--- src/rtl/wb_initiator_pkg.sv ---
// Shared types for wb_initiator: FSM state encoding and response status codes.
package wb_initiator_pkg;

  typedef enum logic [1:0] {
    S_IDLE   = 2'd0,
    S_STROBE = 2'd1,
    S_WAIT   = 2'd2,
    S_RESP   = 2'd3
  } state_e;

  localparam logic [1:0] ST_OK  = 2'b00;
  localparam logic [1:0] ST_ERR = 2'b01;
  localparam logic [1:0] ST_RTY = 2'b10;
  localparam logic [1:0] ST_TMO = 2'b11;

  // Resolve simultaneous terminations: err > rty > ack.
  function automatic logic [1:0] term_status(input logic err, input logic rty);
    if (err) return ST_ERR;
    if (rty) return ST_RTY;
    return ST_OK;
  endfunction

endpackage

--- src/rtl/wb_initiator_timeout.sv ---
// Saturating cycle counter that flags the TIMEOUT-th active cycle of a bus transaction.
module wb_initiator_timeout #(
  parameter int unsigned TIMEOUT = 255
) (
  input  logic clk_i,
  input  logic rst_n_i,
  input  logic clear_i,
  input  logic count_en_i,
  output logic expired_o
);

  localparam int unsigned CNT_W = $clog2(TIMEOUT + 1);

  logic [CNT_W-1:0] cnt_q;

  always_ff @(posedge clk_i or negedge rst_n_i) begin
    if (!rst_n_i) begin
      cnt_q <= '0;
    end else if (clear_i) begin
      cnt_q <= '0;
    end else if (count_en_i && (cnt_q != CNT_W'(TIMEOUT))) begin
      cnt_q <= cnt_q + CNT_W'(1);
    end
  end

  // cnt_q counts completed active cycles, so the current one is number cnt_q+1.
  assign expired_o = count_en_i && (cnt_q == CNT_W'(TIMEOUT - 1));

endmodule

--- src/rtl/wb_initiator.sv ---
// Single-outstanding Wishbone B4 pipelined master with a valid/ready request/response front end.
// Define WB_INITIATOR_TIMEOUT_EN to abort transactions after TIMEOUT cycles with status TMO.
module wb_initiator
  import wb_initiator_pkg::*;
#(
  parameter int unsigned ADDR_W  = 32,
  parameter int unsigned TIMEOUT = 255
) (
  input  logic              clk_i,
  input  logic              rst_n_i,
  input  logic              req_valid_i,
  output logic              req_ready_o,
  input  logic              req_we_i,
  input  logic [ADDR_W-1:0] req_adr_i,
  input  logic [3:0]        req_sel_i,
  input  logic [31:0]       req_dat_i,
  output logic              rsp_valid_o,
  input  logic              rsp_ready_i,
  output logic [31:0]       rsp_dat_o,
  output logic [1:0]        rsp_status_o,
  output logic              wb_cyc_o,
  output logic              wb_stb_o,
  output logic              wb_we_o,
  output logic [ADDR_W-1:0] wb_adr_o,
  output logic [3:0]        wb_sel_o,
  output logic [31:0]       wb_dat_o,
  input  logic              wb_ack_i,
  input  logic              wb_err_i,
  input  logic              wb_rty_i,
  input  logic              wb_stall_i,
  input  logic [31:0]       wb_dat_i
);

  state_e            state_q;
  logic              req_ready_q, rsp_valid_q;
  logic [31:0]       rsp_dat_q;
  logic [1:0]        rsp_status_q;
  logic              cyc_q, stb_q, we_q;
  logic [ADDR_W-1:0] adr_q;
  logic [3:0]        sel_q;
  logic [31:0]       dat_q;

  logic accept, active, term_hit, timeout_hit;

  assign accept   = (state_q == S_IDLE) && req_valid_i && req_ready_q;
  assign active   = (state_q == S_STROBE) || (state_q == S_WAIT);
  // A stalled strobe has not been taken by the slave, so terminations then are not ours.
  assign term_hit = ((state_q == S_WAIT) || ((state_q == S_STROBE) && !wb_stall_i)) &&
                    (wb_ack_i || wb_err_i || wb_rty_i);

`ifdef WB_INITIATOR_TIMEOUT_EN
  wb_initiator_timeout #(
    .TIMEOUT (TIMEOUT)
  ) u_timeout (
    .clk_i      (clk_i),
    .rst_n_i    (rst_n_i),
    .clear_i    (accept),
    .count_en_i (active),
    .expired_o  (timeout_hit)
  );
`else
  logic timeout_unused;
  assign timeout_unused = (TIMEOUT == 0);
  assign timeout_hit    = 1'b0;
`endif

  always_ff @(posedge clk_i or negedge rst_n_i) begin
    if (!rst_n_i) begin
      state_q      <= S_IDLE;
      req_ready_q  <= 1'b0;
      rsp_valid_q  <= 1'b0;
      rsp_dat_q    <= '0;
      rsp_status_q <= ST_OK;
      cyc_q        <= 1'b0;
      stb_q        <= 1'b0;
      we_q         <= 1'b0;
      adr_q        <= '0;
      sel_q        <= '0;
      dat_q        <= '0;
    end else begin
      case (state_q)
        S_IDLE: begin
          if (accept) begin
            req_ready_q <= 1'b0;
            cyc_q       <= 1'b1;
            stb_q       <= 1'b1;
            we_q        <= req_we_i;
            adr_q       <= req_adr_i;
            sel_q       <= req_sel_i;
            dat_q       <= req_we_i ? req_dat_i : '0;
            state_q     <= S_STROBE;
          end else begin
            req_ready_q <= 1'b1;
          end
        end
        S_STROBE, S_WAIT: begin
          if (term_hit || timeout_hit) begin
            cyc_q        <= 1'b0;
            stb_q        <= 1'b0;
            we_q         <= 1'b0;
            rsp_valid_q  <= 1'b1;
            rsp_status_q <= term_hit ? term_status(wb_err_i, wb_rty_i) : ST_TMO;
            rsp_dat_q    <= (term_hit && wb_ack_i && !wb_err_i && !wb_rty_i && !we_q)
                            ? wb_dat_i : '0;
            state_q      <= S_RESP;
          end else if ((state_q == S_STROBE) && !wb_stall_i) begin
            stb_q   <= 1'b0;
            state_q <= S_WAIT;
          end
        end
        S_RESP: begin
          if (rsp_ready_i) begin
            rsp_valid_q <= 1'b0;
            req_ready_q <= 1'b1;
            state_q     <= S_IDLE;
          end
        end
        default: state_q <= S_IDLE;
      endcase
    end
  end

  assign req_ready_o  = req_ready_q;
  assign rsp_valid_o  = rsp_valid_q;
  assign rsp_dat_o    = rsp_dat_q;
  assign rsp_status_o = rsp_status_q;
  assign wb_cyc_o     = cyc_q;
  assign wb_stb_o     = stb_q;
  assign wb_we_o      = we_q;
  assign wb_adr_o     = adr_q;
  assign wb_sel_o     = sel_q;
  assign wb_dat_o     = dat_q;

endmodule

--- config.mk ---
export PLATFORM = sky130hd
export DESIGN_NAME = wb_initiator
export DESIGN_NICKNAME = d
export VERILOG_FILES = /design/src/rtl/wb_initiator_pkg.sv /design/src/rtl/wb_initiator_timeout.sv /design/src/rtl/wb_initiator.sv
export SDC_FILE = /design/constraint.sdc
export NUM_CORES = 1
export LEC_CHECK = 0
export ABC_AREA = 1
export CAP_MARGIN = 30
export CELL_PAD_IN_SITES_DETAIL_PLACEMENT = 2
export CELL_PAD_IN_SITES_GLOBAL_PLACEMENT = 2
export CORE_ASPECT_RATIO = 0.7
export CORE_MARGIN = 4
export CORE_UTILIZATION = 24
export DETAILED_ROUTE_END_ITERATION = 10
export HOLD_SLACK_MARGIN = 0.06
export MAX_ROUTING_LAYER = met4
export PLACE_DENSITY_LB_ADDON = 0.1
export SYNTH_ARGS = -nofsm -noshare
export SYNTH_HDL_FRONTEND = slang
export SYNTH_SLANG_ARGS = --single-unit
--- constraint.sdc ---
create_clock -name clk_i -period 3.2 [get_ports clk_i]
set_clock_uncertainty 0.15 [all_clocks]
set_input_delay 0.64 -clock clk_i [delete_from_list [all_inputs] [get_ports clk_i]]
set_output_delay 0.64 -clock clk_i [all_outputs]
set_load 0.05 [all_outputs]
==> results.cfg, run 1 <==
[floorplanning]
initial_core_util_pct = 24.67
core_area_um2 = 18160
die_w_um = 171.3
die_h_um = 122.3
dieArea_um2 = 20950
ios = 216
rows = 41

[power]
p_int_uw = 4171
pwr-share-comb_pct = 57.4
power_leakage_uw = 0.003399
p_clk_share_pct = 15.0
p_per_area_nw_per_um2 = 1168
switchingPower_uw = 4232
ir_drop_uv = 557.1
p_sw_share_pct = 50.36
p_seq_share_pct = 27.5
p_total_uw = 8403

[drt]
wl_per_cell_um = 17.27
wirelength_um = 16410
detail_route.first_pass.iterations = 4
dr_total_vias = 4145
drc = 0
routed_via_density = 4.363
drtIter0Drc = 193
postRouteAntennaNets = 0

[timing]
max_slew_margin_pct = 52.70
whs_ps = 162.4
fmax_mhz = 410.8
rsz0062_at_grt = false
setup-violations-final = 0
drv_slew = 0
fin_ws_ps = 765.6
hold_viol = 0
fin_tns_setup_ps = 0
post-route-period-util_pct = 76.08
fin_crit_ps = 2434
worst_slew_pin_slew_ps = 709.6

[placement]
dp_hpwl_um = 12090
dp.cells = 934
dp_slack_ps = 775.4
place.gp.congestion = 0.7550
port-buffer-count = 215

[logic_synthesis]
synth_seq_cells = 109
yosysUniqueCellTypes = 16
synth_seq_area_share_pct = 60.89
syn-num-nets = 617
yosysWarnings = 0
netlist_area_um2 = 4479
synthCells = 504
syn_area_per_cell_um2 = 8.887

[worst_setup_path]
worstPathCellList = clkdlybuf4s50_1
crit_fanout = 3
crit_family = buffers and inverters
end_kind = output pin
cp_slowest_cell = clkdlybuf4s50_1
start_kind = register
crit_type = reg -> out
max_stage_delay_ps = 840
crit_buf_inv = 1
worstPathArrival_ps = 1640
worstPathRequired_ps = 2410

[cts]
cts-hold-fix-buffers = 0
clock_latency_ps = 360
postCtsSetupBuffers = 0
path_clk_slew_ps = 80
root_buffer = clkbuf_16
htreeDepth = 3
cts_tree = built
clock-sinks = 109
cts-buffers-inserted = 9
cts_buffer_depth = 2
post_cts_resized = 0

[grt]
grt_max_degree = 101
overflow = 0
grt_pass1_vias = 4574
grt_pass1_wl_um = 25840
grt_usage_pct = 16.33
antenna_found_initial = 0

[finish]
drive_above_1_share_pct = 5.462
area_growth_pct = 60.64
nFillCells = 1992
layoutNonFillerInstCount = 950
insertedDiodeCount = 0
num-nets-final = 822

[job]
max_cap_violations = 0

[outcome]
status = finished, final reports clean

[worst_hold_path]
hold_class = in -> async
## cells in the final DEF, fill, tap and decap left out, types with 3 or more instances in the layout
master	count
nand2_1	263
clkdlybuf4s50_1	214
dfrtp_1	109
o21ai_0	37
nand3_1	27
inv_1	14
nand3_2	11
clkbuf_16	9
buf_4	6
ha_1	4
nor2_1	3
a21oi_1	3
buf_12	3
## kinds of logic after synthesis
logic type      count (synthesis)  share of synthesized area (%)
compound gates                 40                          4.469
flops                         109                          60.89
simple gates                  307                          28.49
fa+ha+maj                       4                          1.117
buf+inv                        44                          5.028
## power groups by stage
| stage | combinational [uW] | clock, uW | sequential [uW] |
|---|---|---|---|
| after floorplan | 1060 | 0 | 4320 |
| after global routing | 5130 | 1380 | 2400 |
| after CTS | 4910 | 1320 | 2330 |
| after detailed placement | 4890 | 0 | 2350 |
| after global placement | 4800 | 0 | 2320 |
| final | 4820 | 1260 | 2310 |
## cell type report
cell class | count | area, um2 | area share, %
clock buffers | 9 | 225.2 | 3.130
repair buffers | 223 | 2247 | 31.23
flip-flops and latches | 109 | 2728 | 37.91
inverters | 15 | 56.30 | 0.7825
well taps | 236 | 295.3 | 4.104
clock inverters | 7 | 105.1 | 1.461
multi-input cells | 351 | 1539 | 21.39
## cell usage after synthesis (all sizes together)
cell | n | share of area [%]
ha | 4 | 1.1
clkbuf | 14 | 1.2
dfrtp | 109 | 61
inv | 15 | 1.3
nand2 | 263 | 22
nor2 | 3 | 0.25
a21oi | 3 | 0.34
nand3 | 39 | 5.6
buf | 15 | 2.6
o21ai | 37 | 4.1
nand4 | 1 | 0.14
nor4 | 1 | 0.47
## registers in the layout, indices dropped and copies added, names as in the netlist
signal,cells
wb_we_o,1
req_ready_o,1
wb_adr_o,32
rsp_valid_o,1
wb_cyc_o,1
wb_stb_o,1
rsp_status_o,2
wb_dat_o,32
wb_sel_o,4
rsp_dat_o,32
state_q,2
## final timing paths
| path | slack [ps] | from | cells after the start | end |
|---|---|---|---|---|
| worst max-delay path | 770 | req_ready_o | 1 | req_ready_o |
| worst min-delay path | 160 | rst_n_i | 1 | wb_adr_o[3] |
| worst max register to register | 1270 | state_q[1] | 10 | wb_cyc_o |
| worst min register to register | 330 | wb_adr_o[11] | 2 | wb_adr_o[11] |
| max in group asynchronous | 1910 | rst_n_i | 2 | rsp_dat_o[21] |
| min in group clk_i | 330 | wb_adr_o[11] | 2 | wb_adr_o[11] |
## layer usage
layer	vias up	wire length (um)	global-route usage, %
met5	-	0	-
met4	0	224	4.651
met3	16	797	4.218
met2	112	7798	25.64
met1	2046	7589	21.06
li1	1971	-	-
## metrics by stage
step	area [um2]	util [%]
after CTS	7196	39.62
after detailed placement	6865	37.80
final	7196	39.62
after global placement	6865	37.80
after floorplan	4479	-
after global routing	7196	39.62
(Power assumes the default switching activity.)
==> run 2: changes to the inputs <==
--- a/config.mk
+++ b/config.mk
@@ -11,7 +11,7 @@
 export CELL_PAD_IN_SITES_GLOBAL_PLACEMENT = 2
 export CORE_ASPECT_RATIO = 0.7
 export CORE_MARGIN = 4
-export CORE_UTILIZATION = 24
+export CORE_UTILIZATION = 22
 export DETAILED_ROUTE_END_ITERATION = 10
 export HOLD_SLACK_MARGIN = 0.06
 export MAX_ROUTING_LAYER = met4
==> constraint.sdc (replaced) <==
create_clock -name clk_i -period 2.5 [get_ports clk_i]
set_clock_uncertainty 0.15 [all_clocks]
set_input_delay 0.5 -clock clk_i [delete_from_list [all_inputs] [get_ports clk_i]]
set_output_delay 0.5 -clock clk_i [all_outputs]
set_load 0.05 [all_outputs]
==> run 2 against run 1 <==
Net effect:
- sequential power grew 28%
- setup slack lost 560 ps
- critical path type unchanged
- clock power grew 10%
- sequential share of layout area shrank 0.19 points
- total power grew 26%
- register-to-register slack lost 690 ps
- largest power group unchanged
- global-route usage shrank 1.4 points
==> results.cfg, run 2 (synthesis results as in run 1) <==
[finish]
nFillCells = 2177
drive_above_1_share_pct = 5.841
layoutNonFillerInstCount = 989
finalInstanceArea_um2 = 7232
insertedDiodeCount = 0
multiInputGateArea_um2 = 1539
num-nets-final = 828
final_common_cell = nand2_1
area_growth_pct = 61.45
final-seq-area_um2 = 2728
final_cell_mix = nand2_1 (263), clkdlybuf4s50_1 (214), dfrtp_1 (109), o21ai_0 (37), nand3_1 (27)

[timing]
worst_slew_pin_slew_ps = 568.8
post-route-period-util_pct = 91.75
drv_slew = 0
fin_crit_ps = 2294
rsz0062_at_grt = false
hold_viol = 0
setup-violations-final = 0
max_slew_margin_pct = 61.96
fin_tns_setup_ps = 0
fmax_mhz = 436.0

[worst_setup_path]
worstPathRequired_ps = 1850
worstPathCellList = clkdlybuf4s50_1
worstPathArrival_ps = 1640
cp_slowest_cell = clkdlybuf4s50_1
r2r_end = wb_stb_o
critical_path.reg2reg.startpoint = state_q[0]
crit_family = buffers and inverters
crit_buf_inv = 1
crit_type = reg -> out
end_kind = output pin
crit_fanout = 3
rrSetupSlack_ps = 580
max_stage_delay_ps = 850
start_kind = register
ff2ff_path_depth = 9

[placement]
dp_hpwl_um = 12460
dp.cells = 973
postPlaceCellArea_um2 = 6945
port-buffer-count = 215
place.gp.congestion = 0.7375

[drt]
drc = 0
dr_total_vias = 4169
detail_route.first_pass.iterations = 4
wirelength_um = 16460
drtIter0Drc = 164
routed_via_density = 4.215
wl_per_cell_um = 16.64
postRouteAntennaNets = 0

[power]
power_leakage_uw = 0.003395
ir_drop_uv = 492.3
p_per_area_nw_per_um2 = 1459

[grt]
grt_max_degree = 101
antenna_found_initial = 0
grt_pass1_vias = 4704
grt_usage_pct = 14.98
grt_pass1_wl_um = 26060
overflow = 0

[cts]
path_clk_slew_ps = 70
htreeDepth = 3
clock_latency_ps = 350
root_buffer = clkbuf_16
cts_buffer_depth = 2
cts-buffers-inserted = 9
cts_tree = built
post_cts_resized = 0
clock-sinks = 109

[floorplanning]
rows = 43
core_area_um2 = 19910
die_h_um = 127.4
initial_core_util_pct = 22.50
ios = 216
dieArea_um2 = 22740
die_w_um = 178.5

[outcome]
status = finished, final reports clean

[worst_hold_path]
min-delay-start = wb_cyc_o
hold_depth = 2
hold_path_end = wb_cyc_o
hold_class = reg -> reg

[job]
max_cap_violations = 0
## run 2: cell count changes in the layout (fill, tap and decap cells not counted)
cell           previous run  this run
clkbuf_1                  0         1
clkinvlp_4                0         1
inv_8                     2         0
clkinv_4                  1         2
buf_4                     6        11
bufinv_16                 2         0
dlygate4sd3_1             0         1
clkinv_2                  1         0
clkbuf_8                  0         1
## run 2: metal layers
metal  share of wire [%]  global-route usage [%]  up-vias
met5                   0                       -        -
met4                 1.6                   3.834        0
met3                 5.3                   4.111       16
met2                  49                   24.79      115
met1                  44                   18.21     2055
li1                    -                       -     1983
## run 2: layout make-up
class,count,area share [%]
clock buffers,11,3.356
clock inverters,4,0.4671
inverters,15,0.7785
multi-input cells,351,21.28
flip-flops and latches,109,37.72
well taps,270,4.671
repair buffers,229,31.73
## run 2: repair_timing
action | CTS | global route
hold buffers | 1 | 0
buffers inserted | 0 | 0
endpoints found under the hold margin | 18 | 0
## run 2: metrics by stage
step                setup WS [ps]  total power [uW]  util, %  hold WS, ps
detailed placement          309.8              9304    34.89        272.6
CTS                         158.7             10770    36.33        335.2
floorplan                   929.1              6893        -        54.41
global route                145.2             11230    36.33        362.0
finish                      206.4             10550    36.33        328.0
global placement            411.8              9139    34.89        264.5
## run 2: worst max path at each step
stage	from	end	cells past startpoint
after floorplan	state_q[0]	wb_stb_o	9
after global placement	wb_err_i	rsp_dat_o[8]	8
after detailed placement	wb_err_i	rsp_dat_o[3]	8
after CTS	wb_we_o	wb_we_o	1
after global routing	wb_we_o	wb_we_o	1
final	wb_we_o	wb_we_o	1
## run 2: report_power, final
group	leakage, uW	internal (uW)	switching (uW)
combinational	0.00184	1930	4270
clock	0.000132	708	680
sequential	0.00142	2520	438
==> run 3: changes to the inputs <==
--- a/config.mk
+++ b/config.mk
@@ -5,17 +5,17 @@
 export SDC_FILE = /design/constraint.sdc
 export NUM_CORES = 1
 export LEC_CHECK = 0
-export ABC_AREA = 1
 export CAP_MARGIN = 30
 export CELL_PAD_IN_SITES_DETAIL_PLACEMENT = 2
 export CELL_PAD_IN_SITES_GLOBAL_PLACEMENT = 2
 export CORE_ASPECT_RATIO = 0.7
-export CORE_MARGIN = 4
-export CORE_UTILIZATION = 22
+export CORE_MARGIN = 1.5
+export CORE_UTILIZATION = 23
 export DETAILED_ROUTE_END_ITERATION = 10
 export HOLD_SLACK_MARGIN = 0.06
 export MAX_ROUTING_LAYER = met4
 export PLACE_DENSITY_LB_ADDON = 0.1
+export REMOVE_ABC_BUFFERS = 1
 export SYNTH_ARGS = -nofsm -noshare
 export SYNTH_HDL_FRONTEND = slang
 export SYNTH_SLANG_ARGS = --single-unit
==> run 3 against run 2 <==
Net effect:
- via count fell by 11%
- register-to-register slack got worse by 40 ps
- area after synthesis fell by 2.8%
- combinational power fell by 3%
- die area fell by 13%
- setup slack got worse by 28 ps
==> results.cfg, run 3 <==
[worst_setup_path]
crit_family = buffers and inverters
cp.depth = 1
crit_buf_inv = 1
critical_path.reg2reg.startpoint = state_q[1]
start_kind = register
rrSetupSlack_ps = 540
crit_fanout = 4
crit_type = reg -> out
r2r_end = rsp_dat_o[27]
worstPathCellList = clkdlybuf4s50_1
max_stage_delay_ps = 850
worstPathArrival_ps = 1670
end_kind = output pin
cp_slowest_cell = clkdlybuf4s50_1
worstPathRequired_ps = 1850
ff2ff_path_depth = 6

[timing]
hold_viol = 0
worst_slew_pin_slew_ps = 629.3
drv_slew = 0
post-route-period-util_pct = 92.85
fin_crit_ps = 2321
max_slew_margin_pct = 58.04
fin_ws_ps = 178.6
rsz0062_at_grt = false
fmax_mhz = 430.8
setup-violations-final = 0

[cts]
postCtsSetupBuffers = 0
path_clk_slew_ps = 80
post_cts_resized = 0
cts-buffers-inserted = 9
clock-sinks = 109
htreeDepth = 3
cts_buffer_depth = 2
cts_tree = built
cts-hold-fix-buffers = 0
clock_latency_ps = 350
root_buffer = clkbuf_16

[finish]
multiInputGateArea_um2 = 1519
area_growth_pct = 64.15
final_cell_mix = clkdlybuf4s50_1 (214), nand2_1 (133), dfrtp_1 (109), o21ai_0 (56), mux2_2 (36)
final_common_cell = clkdlybuf4s50_1
final-seq-area_um2 = 2728
final_util_pct = 39.15
drive_above_1_share_pct = 10.48
num-nets-final = 728
nFillCells = 1956

[floorplanning]
die_h_um = 118.1
core_area_um2 = 18260
die_w_um = 167.5
initial_core_util_pct = 23.85
dieArea_um2 = 19780
rows = 41
ios = 216

[drt]
dr_total_vias = 3731
detail_route.first_pass.iterations = 3
wirelength_um = 14610
drc = 0
postRouteAntennaNets = 0
wl_per_cell_um = 17.02
drtIter0Drc = 169
routed_via_density = 4.348

[power]
p_clk_share_pct = 14.2
p_int_uw = 5398
p_per_area_nw_per_um2 = 1465
p_seq_share_pct = 28.3
power_leakage_uw = 0.002994
pwr-share-comb_pct = 57.5
switchingPower_uw = 5080
ir_drop_uv = 695.0
p_sw_share_pct = 48.48

[placement]
place.gp.congestion = 0.7186
dp_slack_ps = 59.33
port-buffer-count = 215
dp_hpwl_um = 10740

[grt]
grt_max_degree = 110
grt_pass1_vias = 4358
antenna_found_initial = 2
grt_usage_pct = 15.94
grt_pass1_wl_um = 23660
overflow = 0

[logic_synthesis]
synthTopCellsByArea = dfrtp_1 (63%), nand2_1 (11%), mux2_2 (9.3%)
async_reset_ff_share_pct = 100.0
synth_top_area_cell = dfrtp_1
netlist_area_um2 = 4355
ys_top_cells_by_count = nand2_1 (133), dfrtp_1 (109), o21ai_0 (56), mux2_2 (36), o21ai_1 (14)
yosysUniqueCellTypes = 27
synth_seq_area_share_pct = 62.63
synth_seq_cells = 109
yosysWarnings = 0
synthCells = 405
yosysMostFrequentCell = nand2_1
synth_edf_count = 0
ys.flop_type = dfrtp_1
syn_area_per_cell_um2 = 10.75
netlist.area_leader.share_pct = 62.63

[outcome]
status = finished, final reports clean

[job]
max_cap_violations = 0

[worst_hold_path]
hold_class = in -> async
-- run 3: area by class of cell --
type                            instances  share of cell area, %
Inverter                                4                 0.2100
Sequential cell                       109                  38.15
Clock buffer                           10                  3.343
Clock inverter                          6                 0.9625
Multi-Input combinational cell        267                  21.25
Antenna cell                            2                0.07000
Timing Repair Buffer                  224                  31.89
Tap cell                              236                  4.130
-- run 3: per-stage QoR --
stage	hold slack, ps	setup TNS, ps	power (uW)	instances	area [um2]
6_report	60.87	0	10480	858	7149
5_1_grt	87.43	0	11060	858	7149
4_1_cts	97.95	0	10650	856	7144
3_5_place_dp	327.2	0	9088	840	6837
3_3_place_gp	312.4	0	8930	840	6837
2_1_floorplan	54.41	-72890	6711	380	4232
-- run 3: worst max-delay path by stage --
stage | slack [ps] | startpoint | endpoint
after detailed placement | 60 | wb_err_i | rsp_dat_o[14]
after CTS | 150 | wb_we_o | wb_we_o
final | 180 | wb_we_o | wb_we_o
after global placement | 140 | wb_err_i | rsp_dat_o[5]
after floorplan | -1150 | req_ready_o | wb_adr_o[0]
after global routing | 130 | wb_we_o | wb_we_o
-- run 3: power by group through the flow --
stage                     combinational (uW)  sequential, uW  clock, uW
after CTS                               6100            2990       1560
after floorplan                         1140            5570          0
after global routing                    6370            3080       1610
final                                   6020            2970       1490
after detailed placement                6070            3020          0
after global placement                  5970            2960          0
-- run 3: cell families after synthesis --
kind of cell             Yosys count  share of synthesized area [%]
adder cells (fa/ha/maj)            4                          1.149
buffers and inverters             29                          3.189
multiplexers                      38                          9.796
flip-flops                       109                          62.63
AO/OA/AOI/OAI                     83                          10.49
AND/OR/NAND/NOR                  142                          12.75
-- run 3: routing by layer --
layer | wire [um] | part of all wire [%] | track usage (%) | vias up
met5 | 0 | 0 | - | -
met4 | 131 | 0.90 | 3.547 | 0
met3 | 1333 | 9.1 | 7.334 | 11
met2 | 7031 | 48 | 25.49 | 111
met1 | 6110 | 42 | 18.29 | 1850
li1 | - | - | - | 1759
